--- src/rtl/hazard_unit.sv ---
// Hazard tracker and forwarding-select generator for the five-stage MIPS core.
// Tracks destination/Tnew of the instructions in E, M and W and derives stall and mux selects.
module hazard_unit (
    input  logic       clk,
    input  logic       reset,
    input  logic [4:0] d_rs,
    input  logic [4:0] d_rt,
    input  logic [4:0] d_a3,
    input  logic       d_we,
    input  logic       d_rs_use0,
    input  logic       d_rt_use0,
    input  logic       d_rs_use1,
    input  logic       d_rt_use1,
    input  logic       d_new_e,
    input  logic       d_new_m,
    output logic       stall,
    output logic [1:0] fwd_d_rs,
    output logic [1:0] fwd_d_rt,
    output logic [1:0] fwd_e_rs,
    output logic [1:0] fwd_e_rt,
    output logic [1:0] fwd_m_rt
);

    localparam logic [1:0] FWD_NONE = 2'd0;
    localparam logic [1:0] FWD_E    = 2'd1;
    localparam logic [1:0] FWD_M    = 2'd2;
    localparam logic [1:0] FWD_W    = 2'd3;

    logic [4:0] r_e_a3;
    logic [1:0] r_e_tnew;
    logic [4:0] r_e_rs;
    logic [4:0] r_e_rt;
    logic [4:0] r_m_a3;
    logic [1:0] r_m_tnew;
    logic [4:0] r_m_rt;
    logic [4:0] r_w_a3;

    logic [4:0] w_d_a3;
    logic [1:0] w_d_tnew;
    logic [1:0] w_m_tnew_next;
    logic       w_rs_stall;
    logic       w_rt_stall;

    // A destination of $0 is folded to 0 here so it can never match a consumer later.
    assign w_d_a3        = (d_we && (d_a3 != 5'd0)) ? d_a3 : 5'd0;
    assign w_d_tnew      = d_new_m ? 2'd2 : (d_new_e ? 2'd1 : 2'd0);
    assign w_m_tnew_next = (r_e_tnew == 2'd0) ? 2'd0 : (r_e_tnew - 2'd1);

    function automatic logic operandStall(
        input logic [4:0] addr,
        input logic       use0,
        input logic       use1,
        input logic [4:0] eA3,
        input logic [1:0] eTnew,
        input logic [4:0] mA3,
        input logic [1:0] mTnew
    );
        logic [1:0] tuse;
        logic       hitE;
        logic       hitM;
        tuse = use0 ? 2'd0 : 2'd1;
        hitE = (eA3 == addr) && (eTnew > tuse);
        hitM = (mA3 == addr) && (mTnew > tuse);
        return (use0 || use1) && (addr != 5'd0) && (hitE || hitM);
    endfunction

    // Nearest matching stage decides; a match that is not yet ready blocks older stages.
    function automatic logic [1:0] srcSelect(
        input logic [4:0] addr,
        input logic       eValid,
        input logic [4:0] eA3,
        input logic [1:0] eTnew,
        input logic       mValid,
        input logic [4:0] mA3,
        input logic [1:0] mTnew,
        input logic [4:0] wA3
    );
        logic [1:0] sel;
        sel = FWD_NONE;
        if (addr == 5'd0) begin
            sel = FWD_NONE;
        end else if (eValid && (eA3 == addr)) begin
            sel = (eTnew == 2'd0) ? FWD_E : FWD_NONE;
        end else if (mValid && (mA3 == addr)) begin
            sel = (mTnew == 2'd0) ? FWD_M : FWD_NONE;
        end else if (wA3 == addr) begin
            sel = FWD_W;
        end
        return sel;
    endfunction

    assign w_rs_stall = operandStall(d_rs, d_rs_use0, d_rs_use1,
                                     r_e_a3, r_e_tnew, r_m_a3, r_m_tnew);
    assign w_rt_stall = operandStall(d_rt, d_rt_use0, d_rt_use1,
                                     r_e_a3, r_e_tnew, r_m_a3, r_m_tnew);

    always_comb begin
        stall    = w_rs_stall || w_rt_stall;
        fwd_d_rs = srcSelect(d_rs, 1'b1, r_e_a3, r_e_tnew,
                             1'b1, r_m_a3, r_m_tnew, r_w_a3);
        fwd_d_rt = srcSelect(d_rt, 1'b1, r_e_a3, r_e_tnew,
                             1'b1, r_m_a3, r_m_tnew, r_w_a3);
        fwd_e_rs = srcSelect(r_e_rs, 1'b0, 5'd0, 2'd0,
                             1'b1, r_m_a3, r_m_tnew, r_w_a3);
        fwd_e_rt = srcSelect(r_e_rt, 1'b0, 5'd0, 2'd0,
                             1'b1, r_m_a3, r_m_tnew, r_w_a3);
        fwd_m_rt = srcSelect(r_m_rt, 1'b0, 5'd0, 2'd0,
                             1'b0, 5'd0, 2'd0, r_w_a3);
    end

    // A stall turns the E slot into a bubble while M and W keep draining.
    always_ff @(posedge clk) begin
        if (!reset) begin
            r_e_a3   <= 5'd0;
            r_e_tnew <= 2'd0;
            r_e_rs   <= 5'd0;
            r_e_rt   <= 5'd0;
            r_m_a3   <= 5'd0;
            r_m_tnew <= 2'd0;
            r_m_rt   <= 5'd0;
            r_w_a3   <= 5'd0;
        end else begin
            if (stall) begin
                r_e_a3   <= 5'd0;
                r_e_tnew <= 2'd0;
                r_e_rs   <= 5'd0;
                r_e_rt   <= 5'd0;
            end else begin
                r_e_a3   <= w_d_a3;
                r_e_tnew <= w_d_tnew;
                r_e_rs   <= d_rs;
                r_e_rt   <= d_rt;
            end
            r_m_a3   <= r_e_a3;
            r_m_tnew <= w_m_tnew_next;
            r_m_rt   <= r_e_rt;
            r_w_a3   <= r_m_a3;
        end
    end

endmodule

--- config.mk ---
export PLATFORM = sky130hd
export DESIGN_NAME = hazard_unit
export DESIGN_NICKNAME = d
export VERILOG_FILES = /design/src/rtl/hazard_unit.sv
export SDC_FILE = /design/constraint.sdc
export NUM_CORES = 1
export LEC_CHECK = 0
export ABC_AREA = 1
export ABC_CLOCK_PERIOD_IN_PS = 2000
export BUFFER_PORTS_ARGS = -buffer_cell sky130_fd_sc_hd__buf_2
export CORE_ASPECT_RATIO = 1.25
export CORE_MARGIN = 2
export CORE_UTILIZATION = 60
export DETAILED_ROUTE_END_ITERATION = 7
export PLACE_DENSITY = 0.82
export SYNTH_ARGS = -nofsm -noshare
export SYNTH_HDL_FRONTEND = slang
export SYNTH_SLANG_ARGS = --single-unit
--- constraint.sdc ---
create_clock -name clk -period 2 [get_ports clk]
set_input_delay 0.2 -clock clk [delete_from_list [all_inputs] [get_ports clk]]
set_output_delay 0.2 -clock clk [all_outputs]
set_load 0.01 [all_outputs]
[After elaboration in Yosys (flattened, before gate mapping)]
Index checks and enable logic that the tools add are counted.
Widths: inputs -> output; s select.
Storage, ports and cells
  ROM bits: 0
  memories: 0
  flip-flop bits (word level): 34
  output and inout bits: 11
  latch bits: 0
  bits in writable memories: 0
Cells by class
  bitwise gates (word level): 2
  divide/modulo/power cells: 0
  shifts and indexed selects: 0
  order comparisons: 4
  reduce and logical (&&, ||, !) cells: 28
  add/sub/neg operators: 1
  eq/ne operators: 11
  multipliers: 0
  multiplexer cells: 22
Operators by type and width (number)
  $eq 5x5->1: 11
  $mux 2: 18
  $logic_not 5->1: 5
  $reduce_bool 5->1: 3
  $logic_and 1x1->1: 9
  $gt 2x1->1: 4
  $reduce_or 3->1: 2
  $logic_or 1x1->1: 5
  $logic_not 2->1: 2
  $mux 1: 4
  $reduce_or 2->1: 2
  $not 1->1: 2
  $sub 2x1->2 const B: 1

[Longest topological paths before layout]
Gate-level depths: netlist of the first run.
  depth in word-level cells: 7
  gate-level depth with buffers: 11

[Least setup slack after synthesis of the first run]
OpenSTA, ideal clock, no wires.
  path type: reg-to-output
  start point: register r_w_a3[0]
  end point: output fwd_m_rt[1]
  required time: 1.800 ns
  path slack: 0.313 ns
  cell stages (with the launch flop): 6
  arrival time: 1.487 ns
  cell sequence: dfxtp_1 clkbuf_1 xnor2_1 nand2_1 nor4_1 buf_4
On the way
  longest elaborated chain between the ends: 3
RTL lines
  start, declared: line 36  | logic [4:0] r_w_a3;
  start signal, assigned: line 137  | r_w_a3 <= r_m_a3;
  $eq 5x5->1: line 86  | end else if (wA3 == addr) begin
  $mux 2: line 86
  $mux 2: line 80  | if (addr == 5'd0) begin
  end, declared: line 21  | output logic [1:0] fwd_m_rt
No other way between the ends.

[Worst setup path after layout of the first run]
  start point: register r_m_tnew[0]
  end point: output stall
On the way
  longest elaborated chain between the ends: 5
  elaborated cells on any way between the ends: 9
  classes of those cells: order compare (2); reduce/logical (7)
RTL lines
  start, declared: line 34  | logic [1:0] r_m_tnew;
  start signal, assigned: line 135  | r_m_tnew <= w_m_tnew_next;
  $gt 2x1->1: line 63  | hitM = (mA3 == addr) && (mTnew > tuse);
  $logic_and 1x1->1: line 63
  $logic_or 1x1->1: line 64  | return (use0 || use1) && (addr != 5'd0) && (hitE || hitM);
  $logic_and 1x1->1: line 64
  $logic_or 1x1->1 (*): line 98  | stall = w_rs_stall || w_rt_stall;
  end, declared: line 16  | output logic stall,
Mark *: on every way between the ends. The rest lies on a longest branch, timed or not.

==> results.toml, run 1 <==
[timing]
clock-skew-final_ps = 5.60
slew-limit-headroom_pct = 68.1
setup_viol_count_final = 0
min_period_over_period_pct = 94.2
finalMaxSlewViolations = 0
rsz0062_at_grt = "no"
hold_ws_ps = 127
worst_slew_pin_slew_ps = 477
setup_total_negative_slack_ps = 0
timing.fmax_mhz = 531
layout_min_cycle_time_ps = 1880
finalHoldViolations = 0
final_critical_path_setup_slack_ps = 115

[clocking]
cts_inserted_buffers = 5
path_clk_slew_ps = 70
clock_latency_ps = 290
postCtsSetupRepairBufs = 0
tritoncts_num_sinks = 34
cts-root-to-sink-buffers = 2
clock-root-buffer = "sky130_fd_sc_hd__clkbuf_8"
htreeDepth = 2
cts_tree = "built"

[setup_path]
timing.critical_path.mode_cell = "sky130_fd_sc_hd__nand2_1"
criticalPathCategory = "flip-flop to output pin"
critPathSlowestCell = "sky130_fd_sc_hd__dfxtp_1"
cells_along_the_critical_path = "inv_1, ha_1, o21ai_1, nand4_1, nand2_1, nand2_2, nand2_1, buf_2"
crit_path_max_fanout = 3
path_delay_family = "simple AND/OR/NAND/NOR gates"
worstPathRequired_ps = 1800
worstSetupStartpointType = "flip-flop"
path_buf_inv = 2
worstPathArrival_ps = 1680
timing.critical_path.slowest_cell_delay_ps = 330
cp-end-kind = "output pin"

[run_status]
outcome = "finished clean"

[detailed_routing]
final_antenna_net_count = 0
dr_wl_met3_um = 215
drt_first_pass_iters = 4
route.vias.total = 1987
wl_final_mm = 4.90
detail_route.drc_violations = 0
top_signal_layer_used = "met4"
vias_per_cell = 5.08
routed-wl-met2_mm = 2.46
drt-met1-wl_mm = 2.06
route.detailed.wl_per_inst_um = 12.5
detailed_router_s_first_iteration_violation_count = 71

[die]
num_rows = 24
core-area_um2 = 3420
floorplan.die.width_um = 57.1
fp.dieH_um = 70.3
top_level_ports = 35
die_area_um2 = 4010
start_util_pct = 61.7

[global_route]
grt_antenna_before_repair = 0
globalRouteTotalUtil_pct = 26.6
first_global_vias = 1866
pin_count_of_the_biggest_net_entering_global_routing = 19
total_congestion_overflow_after_global_routing = 0
first_pass_grt_wire_length_mm = 8.23

[yosys]
mapped_nets = 351
syn-cell-area_um2 = 2110
post_synthesis_area_per_instance_um2 = 6.56
synth-edff-count = 0
synth_top_area_share_pct = 32.2
yosysWarningCount = 0
post_synth_inst_count = 322
most_instantiated_library_cell_after_synthesis = "sky130_fd_sc_hd__nand2_1"
synth_async_sr_flop_share_pct = 0
post_synth_main_area_contributors = "sky130_fd_sc_hd__dfxtp_1, sky130_fd_sc_hd__nand2_1, sky130_fd_sc_hd__inv_1"
netlist.top_cell.by_area = "sky130_fd_sc_hd__dfxtp_1"
synth-main-ff-cell = "sky130_fd_sc_hd__dfxtp_1"
post_synthesis_sequential_element_count = 34
ranking_of_synthesized_cells_by_instance_count = "sky130_fd_sc_hd__nand2_1, sky130_fd_sc_hd__inv_1, sky130_fd_sc_hd__nor2_1, sky130_fd_sc_hd__dfxtp_1, sky130_fd_sc_hd__xnor2_1"
synthDistinctLibCells = 27
seq_area_frac_synth_pct = 32.2

[pwr]
post-layout-total-power_mw = 1.82
power_leakage_nw = 1.35
worst_ir_drop_vdd_mv = 0.507
p_per_area_nw_per_um2 = 760

[hold_path]
min_delay_worst_type = "input port to flip-flop"

[cells_and_area]
instances_no_fill = 391
layout.core_utilization_pct = 70.1
syn2layout_area_growth_pct = 13.8
layout.cell_area.non_filler_um2 = 2400
antenna_diode_count = 0
num-nets-final = 380
post_route_cells_drive_above_1_share_pct = 16.8

[placement]
post-place-ws_ps = 412
placed_cells = 383
routabilityCongestion = 0.915
dp.final_hpwl_mm = 3.65
detailed_place.area_um2 = 2250
numPortBuffers = 34

[run]
max_capacitance_violation_total = 0
[metal layers]
layer  track usage, %  vias to the layer above
met4             12.9                        0
li1                 -                     1025
met3             5.19                       18
met5                0                        -
met2             48.0                       50
met1             28.9                      894
[layout by cell type, fill, tap and decap left out, drive strengths merged]
cell type  Yosys  layout
nand2         88      88
ha             5       5
nand3         13      13
buf            8      34
xor2          12      12
o21ai         10      10
and3           1       1
o211ai         1       1
bufinv         0       2
nor3           6       6
nor4           1       1
xnor2         18      18
nor2          40      40
a21oi          5       5
dfxtp         34      34
nand4         12      12
nor3b          2       2
inv           60      60
clkbuf         4       6
or2            2       2
[path summary, 6_finish.rpt]
kind	end	cells past startpoint	startpoint	slack [ps]
max	stall	8	r_m_tnew[0]$_SDFF_PP0_	120
min	r_e_tnew[0]$_SDFF_PP0_	3	d_new_e	130
max reg2reg	r_e_tnew[1]$_SDFF_PP0_	8	r_m_tnew[0]$_SDFF_PP0_	340
min reg2reg	r_m_tnew[0]$_SDFF_PP0_	1	r_e_tnew[0]$_SDFF_PP0_	420
[cell families after synthesis]
kind of cell / after synthesis / share of synthesized area (%)
adders and majority gates: 5 / 2.96
buffers and inverters: 72 / 14.5
xor gates and xnor gates: 30 / 12.4
DFF: 34 / 32.2
AOI/OAI and AO/OA: 16 / 3.91
and+or+nand+nor: 165 / 33.9
[power by group]
group | leakage, nW | switching (mW) | total [mW] | internal [mW]
Combinational | 0.994 | 0.166 | 0.284 | 0.118
Clock | 0.0714 | 0.264 | 0.795 | 0.532
Sequential | 0.281 | 0.0372 | 0.746 | 0.708
[sequential cells by signal (all words and copies together), names as in the netlist]
signal and flops:
r_e_tnew 2, r_m_tnew 2, r_w_a3 5, r_e_rs 5, r_m_a3 5, r_e_a3 5
r_e_rt 5, r_m_rt 5
[final cells by class]
| cell class | count | area, µm² |
|---|---|---|
| timing repair buffer | 34 | 170 |
| sequential | 34 | 686 |
| clock inverter | 2 | 60.1 |
| tap | 39 | 48.8 |
| inverter | 60 | 225 |
| multi-input combinational | 216 | 1130 |
| fill | 300 | 1020 |
| clock buffer | 6 | 82.6 |
[worst reg2reg max path: stages (launching register included)]
cell and delay (ps):
sky130_fd_sc_hd__dfxtp_1 330, sky130_fd_sc_hd__inv_1 60, sky130_fd_sc_hd__ha_1 290, sky130_fd_sc_hd__o21ai_1 200
sky130_fd_sc_hd__nand4_1 140, sky130_fd_sc_hd__nand2_1 110, sky130_fd_sc_hd__nand2_2 80, sky130_fd_sc_hd__nand3_2 250
sky130_fd_sc_hd__nor2_1 90
[what timing repair did]
action	in CTS	in global routing
hold endpoints to repair	0	0
setup endpoints to repair	0	7
hold buffers	0	0
gates resized for setup	0	6
No activity file was read; power rests on OpenSTA's default activity.
==> run 2: changes to the inputs <==
--- a/config.mk
+++ b/config.mk
@@ -14,4 +14,5 @@
 export DETAILED_ROUTE_END_ITERATION = 7
 export PLACE_DENSITY = 0.82
+export SETUP_SLACK_MARGIN = 0.15
 export SYNTH_ARGS = -nofsm -noshare
 export SYNTH_HDL_FRONTEND = slang
==> constraint.sdc (replaced) <==
create_clock -name clk -period 2 [get_ports clk]
set_input_delay 0.5 -clock clk [delete_from_list [all_inputs] [get_ports clk]]
set_output_delay 0.5 -clock clk [all_outputs]
set_load 0.01 [all_outputs]
==> results.toml, run 2 (same netlist as run 1, synthesis figures left out) <==
[die]
floorplan.die.width_um = 57.1
fp.dieH_um = 70.3
top_level_ports = 35
core-area_um2 = 3420
start_util_pct = 61.7
num_rows = 24
die_area_um2 = 4010

[placement]
detailed_place.area_um2 = 2310
placed_cells = 390
numPortBuffers = 34
post-place-ws_ps = -32.0
dp.final_hpwl_mm = 3.67
routabilityCongestion = 0.951

[clocking]
htreeDepth = 2
path_clk_slew_ps = 70
tritoncts_num_sinks = 34
clock-root-buffer = "sky130_fd_sc_hd__clkbuf_8"
cts_tree = "built"
clock_latency_ps = 290
cts-root-to-sink-buffers = 2
cts_hold_repair.buffers = 0
cts_inserted_buffers = 5

[detailed_routing]
final_antenna_net_count = 0
route.detailed.wl_per_inst_um = 13.0
vias_per_cell = 5.16
detail_route.drc_violations = 0
wl_final_mm = 5.33
drt_first_pass_iters = 4
route.vias.total = 2115
detailed_router_s_first_iteration_violation_count = 115

[global_route]
total_congestion_overflow_after_global_routing = 0
grt_antenna_before_repair = 0
globalRouteTotalUtil_pct = 27.8
first_global_vias = 1934
pin_count_of_the_biggest_net_entering_global_routing = 19
first_pass_grt_wire_length_mm = 8.67

[timing]
worst_slew_pin_slew_ps = 433
final_critical_path_setup_slack_ps = -86.5
timing.fmax_mhz = 479
finalHoldViolations = 0
slew-limit-headroom_pct = 71.0
rsz0062_at_grt = "yes"
min_period_over_period_pct = 104
hold_ws_ps = 430
layout_min_cycle_time_ps = 2090
clock-skew-final_ps = 5.40
setup_viol_count_final = 11
setup_total_negative_slack_ps = -417
finalMaxSlewViolations = 0

[cells_and_area]
antenna_diode_count = 0
layout.core_utilization_pct = 78.8
num-nets-final = 399
filler_cell_count = 249
instances_no_fill = 410
layout_common_cells = "sky130_fd_sc_hd__nand2_1, sky130_fd_sc_hd__inv_1, sky130_fd_sc_hd__buf_2"
most_common_cell_after_layout_fill_and_taps_aside = "sky130_fd_sc_hd__nand2_1"
post_route_cells_drive_above_1_share_pct = 34.5
syn2layout_area_growth_pct = 27.9
layout.cell_area.non_filler_um2 = 2700

[setup_path]
critPathSlowestCell = "sky130_fd_sc_hd__dfxtp_4"
crit_path_max_fanout = 6
setup.reg_to_reg.worst_slack_ps = 380
worstSetupStartpointType = "flip-flop"
worstPathArrival_ps = 1590
criticalPathCategory = "flip-flop to output pin"
worstPathRequired_ps = 1500
timing.critical_path.slowest_cell_delay_ps = 380
cp-end-kind = "output pin"
timing.critical_path.mode_cell = "sky130_fd_sc_hd__nand2_1"
cells_along_the_critical_path = "inv_4, nand2_1, nand2_1, nor2_2, and3_4, or2_4, a21oi_2, buf_2"
rr_worst_depth = 9

[pwr]
switchingPower_mw = 0.472
clockPowerShare_pct = 32.9
netSwitchingFraction_pct = 29.5
power_leakage_nw = 1.46
worst_ir_drop_vdd_mv = 0.521
p_per_area_nw_per_um2 = 592
share_seq_of_total_power_pct = 46.2
post-layout-total-power_mw = 1.60
comb_power_share_pct = 21.0
internal-power_mw = 1.13

[hold_path]
min_delay_worst_type = "input port to flip-flop"
hold_path_depth = 3

[run_status]
outcome = "complete, but fails checks"
failed_checks = "negative setup slack"

[run]
max_capacitance_violation_total = 0
==> run 2: cell count changes in the layout (fill, tap and decap cells not counted), moves of 4 or more <==
cell	previous run	this run
sky130_fd_sc_hd__nor2_2	4	8
sky130_fd_sc_hd__a21oi_2	0	5
sky130_fd_sc_hd__dfxtp_2	4	10
sky130_fd_sc_hd__buf_6	0	6
sky130_fd_sc_hd__dfxtp_4	0	10
sky130_fd_sc_hd__buf_4	0	14
sky130_fd_sc_hd__o21ai_0	9	1
sky130_fd_sc_hd__o21ai_1	1	8
sky130_fd_sc_hd__nand2_1	86	78
sky130_fd_sc_hd__inv_1	57	52
sky130_fd_sc_hd__nor2_1	36	31
sky130_fd_sc_hd__a21oi_1	5	0
sky130_fd_sc_hd__dfxtp_1	30	14
sky130_fd_sc_hd__nand2_2	2	10
==> run 2: metal layers <==
metal | vias up | share of wire [%] | track usage [%]
met3 | 15 | 5.4 | 5.19
met5 | - | 0 | 0
met1 | 958 | 38 | 30.8
li1 | 1068 | - | -
met4 | 0 | 2.6 | 12.4
met2 | 74 | 54 | 50.2
==> run 2: cell type report <==
cell class	count	area (µm²)	area share [%]
Timing Repair Buffer	53	338	12.5
Sequential cell	34	731	27.1
Clock inverter	1	5.00	0.185
Multi-Input combinational cell	216	1260	46.7
Inverter	60	230	8.53
Tap cell	39	48.8	1.81
Clock buffer	7	86.3	3.20
==> run 2: path summary, 6_finish.rpt <==
kind / from / to
setup / recovery: r_m_a3[2]$_SDFF_PN0_ / fwd_d_rs[0]
hold / removal: d_new_e / r_e_tnew[0]$_SDFF_PP0_
setup reg to reg: r_m_a3[0]$_SDFF_PN0_ / r_e_rs[0]$_SDFF_PP0_
hold reg to reg: r_e_tnew[0]$_SDFF_PP0_ / r_m_tnew[0]$_SDFF_PP0_
==> run 2: worst max-delay path: cells and delay by family, from the launching register on <==
| kind | cells | cell delay (ps) |
|---|---|---|
| flops | 1 | 380 |
| buf+inv | 2 | 210 |
| compound gates | 1 | 120 |
| simple gates | 5 | 580 |
==> run 2: timing repair <==
item,CTS,global route
resized for setup,50,35
endpoints found under the setup margin,11,11
setup buffers,3,9
pin swaps,14,26
==> run 2: power groups by stage <==
stage | Sequential [mW] | Combinational (mW) | Clock [mW]
6_report | 0.738 | 0.335 | 0.525
2_1_floorplan | 0.744 | 0.208 | 0
5_1_grt | 0.741 | 0.379 | 0.549
3_5_place_dp | 0.758 | 0.284 | 0
4_1_cts | 0.737 | 0.301 | 0.523
3_3_place_gp | 0.757 | 0.278 | 0
